--- config.mk ---
export PLATFORM = sky130hd
export DESIGN_NAME = tl_get_fragmenter
export DESIGN_NICKNAME = d
export VERILOG_FILES = /design/src/rtl/tl_get_fragmenter.sv
export SDC_FILE = /design/constraint.sdc
export NUM_CORES = 1
export LEC_CHECK = 0
export ABC_CLOCK_PERIOD_IN_PS = 5750
export CAP_MARGIN = 15
export CORE_MARGIN = 5
export CORE_UTILIZATION = 42
export CTS_CLUSTER_DIAMETER = 200
export DETAILED_ROUTE_END_ITERATION = 6
export PLACE_DENSITY = 0.86
export SLEW_MARGIN = 30
export SYNTH_ARGS = -nofsm -noshare
export SYNTH_HDL_FRONTEND = slang
export SYNTH_SLANG_ARGS = --single-unit
--- constraint.sdc ---
create_clock -name clock -period 5.75 [get_ports clock]
set_input_delay 1.725 -clock clock [delete_from_list [all_inputs] [get_ports clock]]
set_output_delay 1.725 -clock clock [all_outputs]
set_load 0.005 [all_outputs]
--- src/rtl/tl_get_fragmenter.sv ---
// TileLink A/D adapter that splits multi-beat Gets into single-word (4 B) Gets and
// forwards every other request unchanged; one upstream transaction in flight at a time.
module tl_get_fragmenter #(
    parameter int ADDR_W     = 14,
    parameter int SRC_W      = 5,
    parameter int MAX_LGSIZE = 6
) (
    input  logic              clock,
    input  logic              reset_n,
    // upstream A
    input  logic              a_valid,
    output logic              a_ready,
    input  logic [2:0]        a_opcode,
    input  logic [2:0]        a_param,
    input  logic [2:0]        a_size,
    input  logic [SRC_W-1:0]  a_source,
    input  logic [ADDR_W-1:0] a_address,
    input  logic [3:0]        a_mask,
    input  logic [31:0]       a_data,
    input  logic              a_corrupt,
    // upstream D
    output logic              d_valid,
    input  logic              d_ready,
    output logic [2:0]        d_opcode,
    output logic [2:0]        d_size,
    output logic [SRC_W-1:0]  d_source,
    output logic [31:0]       d_data,
    output logic              d_denied,
    output logic              d_corrupt,
    // downstream A
    output logic              o_a_valid,
    input  logic              o_a_ready,
    output logic [2:0]        o_a_opcode,
    output logic [2:0]        o_a_param,
    output logic [2:0]        o_a_size,
    output logic [SRC_W-1:0]  o_a_source,
    output logic [ADDR_W-1:0] o_a_address,
    output logic [3:0]        o_a_mask,
    output logic [31:0]       o_a_data,
    output logic              o_a_corrupt,
    // downstream D
    input  logic              o_d_valid,
    output logic              o_d_ready,
    input  logic [2:0]        o_d_opcode,
    input  logic [2:0]        o_d_size,
    input  logic [SRC_W-1:0]  o_d_source,
    input  logic [31:0]       o_d_data,
    input  logic              o_d_denied,
    input  logic              o_d_corrupt
);

    typedef enum logic [1:0] {IDLE, SEND, RESP} state_e;

    localparam logic [2:0] OP_GET = 3'd4;
    localparam logic [2:0] MAX_SZ = 3'(MAX_LGSIZE);

    state_e            state_q, state_d;
    logic [2:0]        opcode_q, opcode_d;
    logic [2:0]        param_q, param_d;
    logic [2:0]        size_q, size_d;
    logic [SRC_W-1:0]  source_q, source_d;
    logic [ADDR_W-1:0] address_q, address_d;
    logic [3:0]        mask_q, mask_d;
    logic [31:0]       data_q, data_d;
    logic              corrupt_q, corrupt_d;
    logic              frag_q, frag_d;
    logic [3:0]        last_q, last_d;
    logic [3:0]        cnt_q, cnt_d;
    logic              denied_q, denied_d;

    logic [2:0]        lg_sz;
    logic              last_beat;
    logic [ADDR_W-1:0] beat_off;

    // Downstream response size/source are implied by the saved request.
    logic              unused_d_fields;
    assign unused_d_fields = ^{o_d_size, o_d_source};

    assign last_beat = !frag_q || (cnt_q == last_q);

    always_comb begin
        // NOTE: every variable gets a default first so no path leaves it unassigned (no latches).
        state_d   = state_q;
        opcode_d  = opcode_q;
        param_d   = param_q;
        size_d    = size_q;
        source_d  = source_q;
        address_d = address_q;
        mask_d    = mask_q;
        data_d    = data_q;
        corrupt_d = corrupt_q;
        frag_d    = frag_q;
        last_d    = last_q;
        cnt_d     = cnt_q;
        denied_d  = denied_q;
        lg_sz     = (a_size > MAX_SZ) ? MAX_SZ : a_size;

        unique case (state_q)
            IDLE: begin
                if (a_valid) begin
                    opcode_d  = a_opcode;
                    param_d   = a_param;
                    size_d    = a_size;
                    source_d  = a_source;
                    address_d = a_address;
                    mask_d    = a_mask;
                    data_d    = a_data;
                    corrupt_d = a_corrupt;
                    frag_d    = (a_opcode == OP_GET) && (a_size > 3'd2);
                    // 2^(lg-2)-1 computed 5 bits wide so 16 beats yields index 15
                    last_d    = 4'((5'd1 << (lg_sz - 3'd2)) - 5'd1);
                    cnt_d     = '0;
                    denied_d  = 1'b0;
                    state_d   = SEND;
                end
            end
            SEND: begin
                if (o_a_ready) state_d = RESP;
            end
            RESP: begin
                if (o_d_valid && d_ready) begin
                    if (o_d_denied) denied_d = 1'b1;
                    if (last_beat) begin
                        state_d = IDLE;
                    end else begin
                        cnt_d   = cnt_q + 4'd1;
                        state_d = SEND;
                    end
                end
            end
            default: state_d = IDLE;
        endcase
    end

    // NOTE: sequential state uses non-blocking assignments only, so all flops update together.
    always_ff @(posedge clock or negedge reset_n) begin
        if (!reset_n) begin
            state_q   <= IDLE;
            opcode_q  <= '0;
            param_q   <= '0;
            size_q    <= '0;
            source_q  <= '0;
            address_q <= '0;
            mask_q    <= '0;
            data_q    <= '0;
            corrupt_q <= 1'b0;
            frag_q    <= 1'b0;
            last_q    <= '0;
            cnt_q     <= '0;
            denied_q  <= 1'b0;
        end else begin
            state_q   <= state_d;
            opcode_q  <= opcode_d;
            param_q   <= param_d;
            size_q    <= size_d;
            source_q  <= source_d;
            address_q <= address_d;
            mask_q    <= mask_d;
            data_q    <= data_d;
            corrupt_q <= corrupt_d;
            frag_q    <= frag_d;
            last_q    <= last_d;
            cnt_q     <= cnt_d;
            denied_q  <= denied_d;
        end
    end

    // Outputs are gated by state so nothing stale leaks while idle or in reset.
    always_comb begin
        a_ready     = reset_n && (state_q == IDLE);
        beat_off    = frag_q ? ADDR_W'({cnt_q, 2'b00}) : '0;

        o_a_valid   = 1'b0;
        o_a_opcode  = '0;
        o_a_param   = '0;
        o_a_size    = '0;
        o_a_source  = '0;
        o_a_address = '0;
        o_a_mask    = '0;
        o_a_data    = '0;
        o_a_corrupt = 1'b0;
        if (state_q == SEND) begin
            o_a_valid   = 1'b1;
            o_a_opcode  = frag_q ? OP_GET : opcode_q;
            o_a_param   = param_q;
            o_a_size    = frag_q ? 3'd2 : size_q;
            o_a_source  = source_q;
            o_a_address = address_q + beat_off;
            o_a_mask    = frag_q ? 4'hF : mask_q;
            o_a_data    = data_q;
            o_a_corrupt = corrupt_q;
        end

        d_valid   = 1'b0;
        o_d_ready = 1'b0;
        d_opcode  = '0;
        d_size    = '0;
        d_source  = '0;
        d_data    = '0;
        d_denied  = 1'b0;
        d_corrupt = 1'b0;
        if (state_q == RESP) begin
            d_valid   = o_d_valid;
            o_d_ready = d_ready;
            d_opcode  = o_d_opcode;
            d_size    = size_q;
            d_source  = source_q;
            d_data    = o_d_data;
            d_denied  = o_d_denied | denied_q;
            d_corrupt = o_d_corrupt | o_d_denied | denied_q;
        end
    end

endmodule
==> summary.txt <==
STA
  • Fmax achieved: 0.201 GHz
  • RSZ-0062 raised after global routing: no
  • Slew margin rel.: 36.1%
  • Final Cycle Share: between 80% and 90%
  • Final max-slew violation count: 0
  • Total negative slack: 0 ns
  • Worst-margin pin slew: 0.958 ns
  • Final Hold Fails: 0
  • Fin crit period: 4.97 ns
  • Skew final: 0.00472 ns
  • Final number of setup-violating endpoints: 0

GRT
  • First-pass GRT wire length: ~21 mm
  • Vias in the first global route: ~4.3k
  • Tot GR Track Use: about 23%
  • Grt ovf: 0
  • Initial antenna violation count: 0
  • Largest net degree at the start of global routing: 78

Floorplanning
  • Core area: 9770 µm²
  • Row count: 36
  • Die Area: 12100 µm²
  • Die Span X: 110 µm
  • Starting density of the core: 42.9%
  • Vert. Die Dim: approximately 110 µm
  • I/O pins: 230

Clock network
  • Clock slew at reported path FFs: 0.07 ns
  • Post-cts resize count: 0
  • CTS Sinks: 77
  • CTS Root Cell: clkbuf_8
  • H-tree depth: 3
  • Clock Tree Buf Depth: 2
  • Clk_lat worst skew: 0.35 ns
  • Post-CTS Hold Fix Bufs: 0
  • Post-CTS setup buffers: 0
  • CTS buffer count: 9
  • TritonCTS clock tree: yes

Synthesis
  • Count leader, synth: nand2_1
  • Unique masters post-synth: 44
  • Top cells by count, synth: 206 x nand2_1, 94 x and2_1, 77 x dfrtp_1
  • Synth top area share: 46.0%
  • Post-synthesis sequential area ratio: 46.0%
  • Biggest area consumer among synthesized cells: dfrtp_1
  • Synth Register Bits: between 70 and 80
  • Simple-Gate Fraction of Synth Area: slightly below 40%
  • Post-synth ARST share: between 90% and 100%
  • Predominant post-synthesis flop cell: dfrtp_1
  • Synth top area cells: dfrtp_1 46%, nand2_1 18%, and2_1 14%
  • Synthesized area per cell: between 8 and 9 µm²
  • Count of flip-flops with a built-in enable after synthesis: 0
  • Mux contribution to synthesized area: 0.956%
  • Adder-Cell Fraction of Synth Area: 2.57%
  • Largest family of logic cells by synthesized area: simple AND/OR/NAND/NOR gates
  • Synth Area in Compound Gates: 5.37%
  • Xor and xnor fraction of the mapped netlist area: under 10%
  • Synthesized area: 4190 µm²
  • Syn_nets: 639
  • Ys Warns: 0
  • Mapped Cells: 515

Placement
  • Final Wtd Congestion: 0.798
  • Post-DP HPWL: about 11 mm
  • Port bufs: 221

Routing
  • Drt drc: 0
  • Mean routed wirelength per cell: 16.2 µm
  • Initial DRC count: 225
  • Met2 Routed Length: 7.27 mm
  • Via count: about 4.3k
  • TritonRoute pass-1 iters: 4
  • Routed WL: 14.0 mm
  • Met3 wire length: 1.34 mm
  • Wire length on met1: 5.01 mm
  • Antenna-violating nets left: 0
  • Top routing layer used: met4
  • Vias per cell: a little under 5

Run status
  • Status: finished, final reports clean

Setup path
  • CP Launch Type: flop
  • R2R Path Start: state_q[0]$_DFFE_PN0P_
  • Critical Path AT: 3.25 ns
  • Crit Path Category: flop to primary output
  • Critical path data required time: approximately 4 ns
  • Setup crit end kind: primary output
  • FF-to-FF path depth: 5
  • Reg-to-reg slack, setup: between 3 and 4 ns
  • Reg-to-Reg End: cnt_q[2]$_DFFE_PN0P_
  • Worst Path Max Fanout: 10

Min path
  • Worst min path class: flop to flop
  • Worst hold path depth: 2
  • Hold Path Sink: data_q[10]$_DFFE_PN0P_
  • Hold Startpoint: data_q[10]$_DFFE_PN0P_

Finish
  • Antenna diode count: 0
  • Layout cells sized above 1: 4.11%
  • Synth-to-Final Area Change: 59.3%
  • Nets: approximately 850

Power and ir drop
  • Pwr Density: 392 nW/µm²
  • Total Power: roughly 0.0026 W
  • VDD IR-drop max: around 220 µV
  • LEAKAGE: about 3 nW

Run
  • # Max-Cap Violations: 0
==> flip-flops by register name (all words and copies together) (netlist names) <==
register / flops
data_q: 32
address_q: 14
source_q: 5
cnt_q: 4
last_q: 4
mask_q: 4
opcode_q: 3
param_q: 3
size_q: 3
state_q: 2
corrupt_q: 1
denied_q: 1
frag_q: 1
==> area by class of cell <==
cell class	instances	area, µm²
Tap cell	133	166
Clock inverter	1	5.00
Multi-Input combinational cell	404	2110
Timing Repair Buffer	228	2290
Inverter	5	18.8
Clock buffer	15	166
Fill cell	810	3100
Sequential cell	77	1930
==> logic make-up after synthesis <==
kind of cell,after synthesis
compound gates,35
xor+xnor,7
fa+ha+maj,8
buf+inv,34
flops,77
mux,4
simple gates,350
==> placed cells by master (no fill, tap or decap), drive strengths merged, types with 2 or more instances in the layout <==
cell type | synthesis | routed
clkdlybuf4s50 | 0 | 220
nand2 | 206 | 206
and2 | 94 | 94
dfrtp | 77 | 77
nor2 | 19 | 19
clkbuf | 13 | 15
o21ai | 11 | 11
a21oi | 8 | 8
buf | 16 | 8
or3 | 7 | 7
ha | 7 | 7
xnor2 | 6 | 6
nor3b | 5 | 5
nand4 | 5 | 5
inv | 5 | 5
nand3 | 4 | 4
mux2i | 4 | 4
a21o | 3 | 3
nand2b | 3 | 3
o21a | 2 | 2
a211oi | 2 | 2
a22o | 2 | 2
nor3 | 2 | 2
==> worst max-delay path, stage by stage (launching register included) <==
cell,delay (ns)
dfrtp_1,0.48
and2_1,0.21
ha_1,0.22
fa_1,0.41
a21o_1,0.18
a21oi_1,0.45
o21ai_0,0.18
a21oi_1,0.22
clkdlybuf4s50_1,0.54
==> metrics by stage <==
stage / setup WS (ns) / hold WS [ns] / instance area, µm² / util [%] / cells
finish: 0.776 / 0.469 / 6680 / 68.3 / 863
global route: 0.589 / 0.488 / 6680 / 68.3 / 863
floorplan: 1.95 / 0.437 / 4190 / - / 515
global placement: 1.05 / 0.450 / 6470 / 66.2 / 846
detailed placement: 1.05 / 0.455 / 6470 / 66.2 / 846
CTS: 0.813 / 0.473 / 6640 / 68.0 / 862
==> worst max-delay path by stage <==
stage                            to  depth (start not counted)  slack (ns)               start
CTS                 o_a_address[12]                          8        0.81  frag_q$_DFFE_PN0P_
finish              o_a_address[12]                          8        0.78  frag_q$_DFFE_PN0P_
floorplan                 d_corrupt                          2        1.95          o_d_denied
detailed placement        d_corrupt                          4        1.05          o_d_denied
global route        o_a_address[12]                          8        0.59  frag_q$_DFFE_PN0P_
global placement          d_corrupt                          4        1.05          o_d_denied
==> metal layers <==
metal / global-route usage [%] / vias up
li1: - / 2043
met1: 24.7 / 2025
met2: 41.6 / 174
met3: 7.81 / 22
met4: 8.82 / 0
met5: 0 / -
==> power by group <==
group | internal, W | switching [W]
combinational | 0.000695 | 0.000604
sequential | 0.000785 | 0.000166
clock | 0.000181 | 0.000187
(Power assumes the default switching activity.)
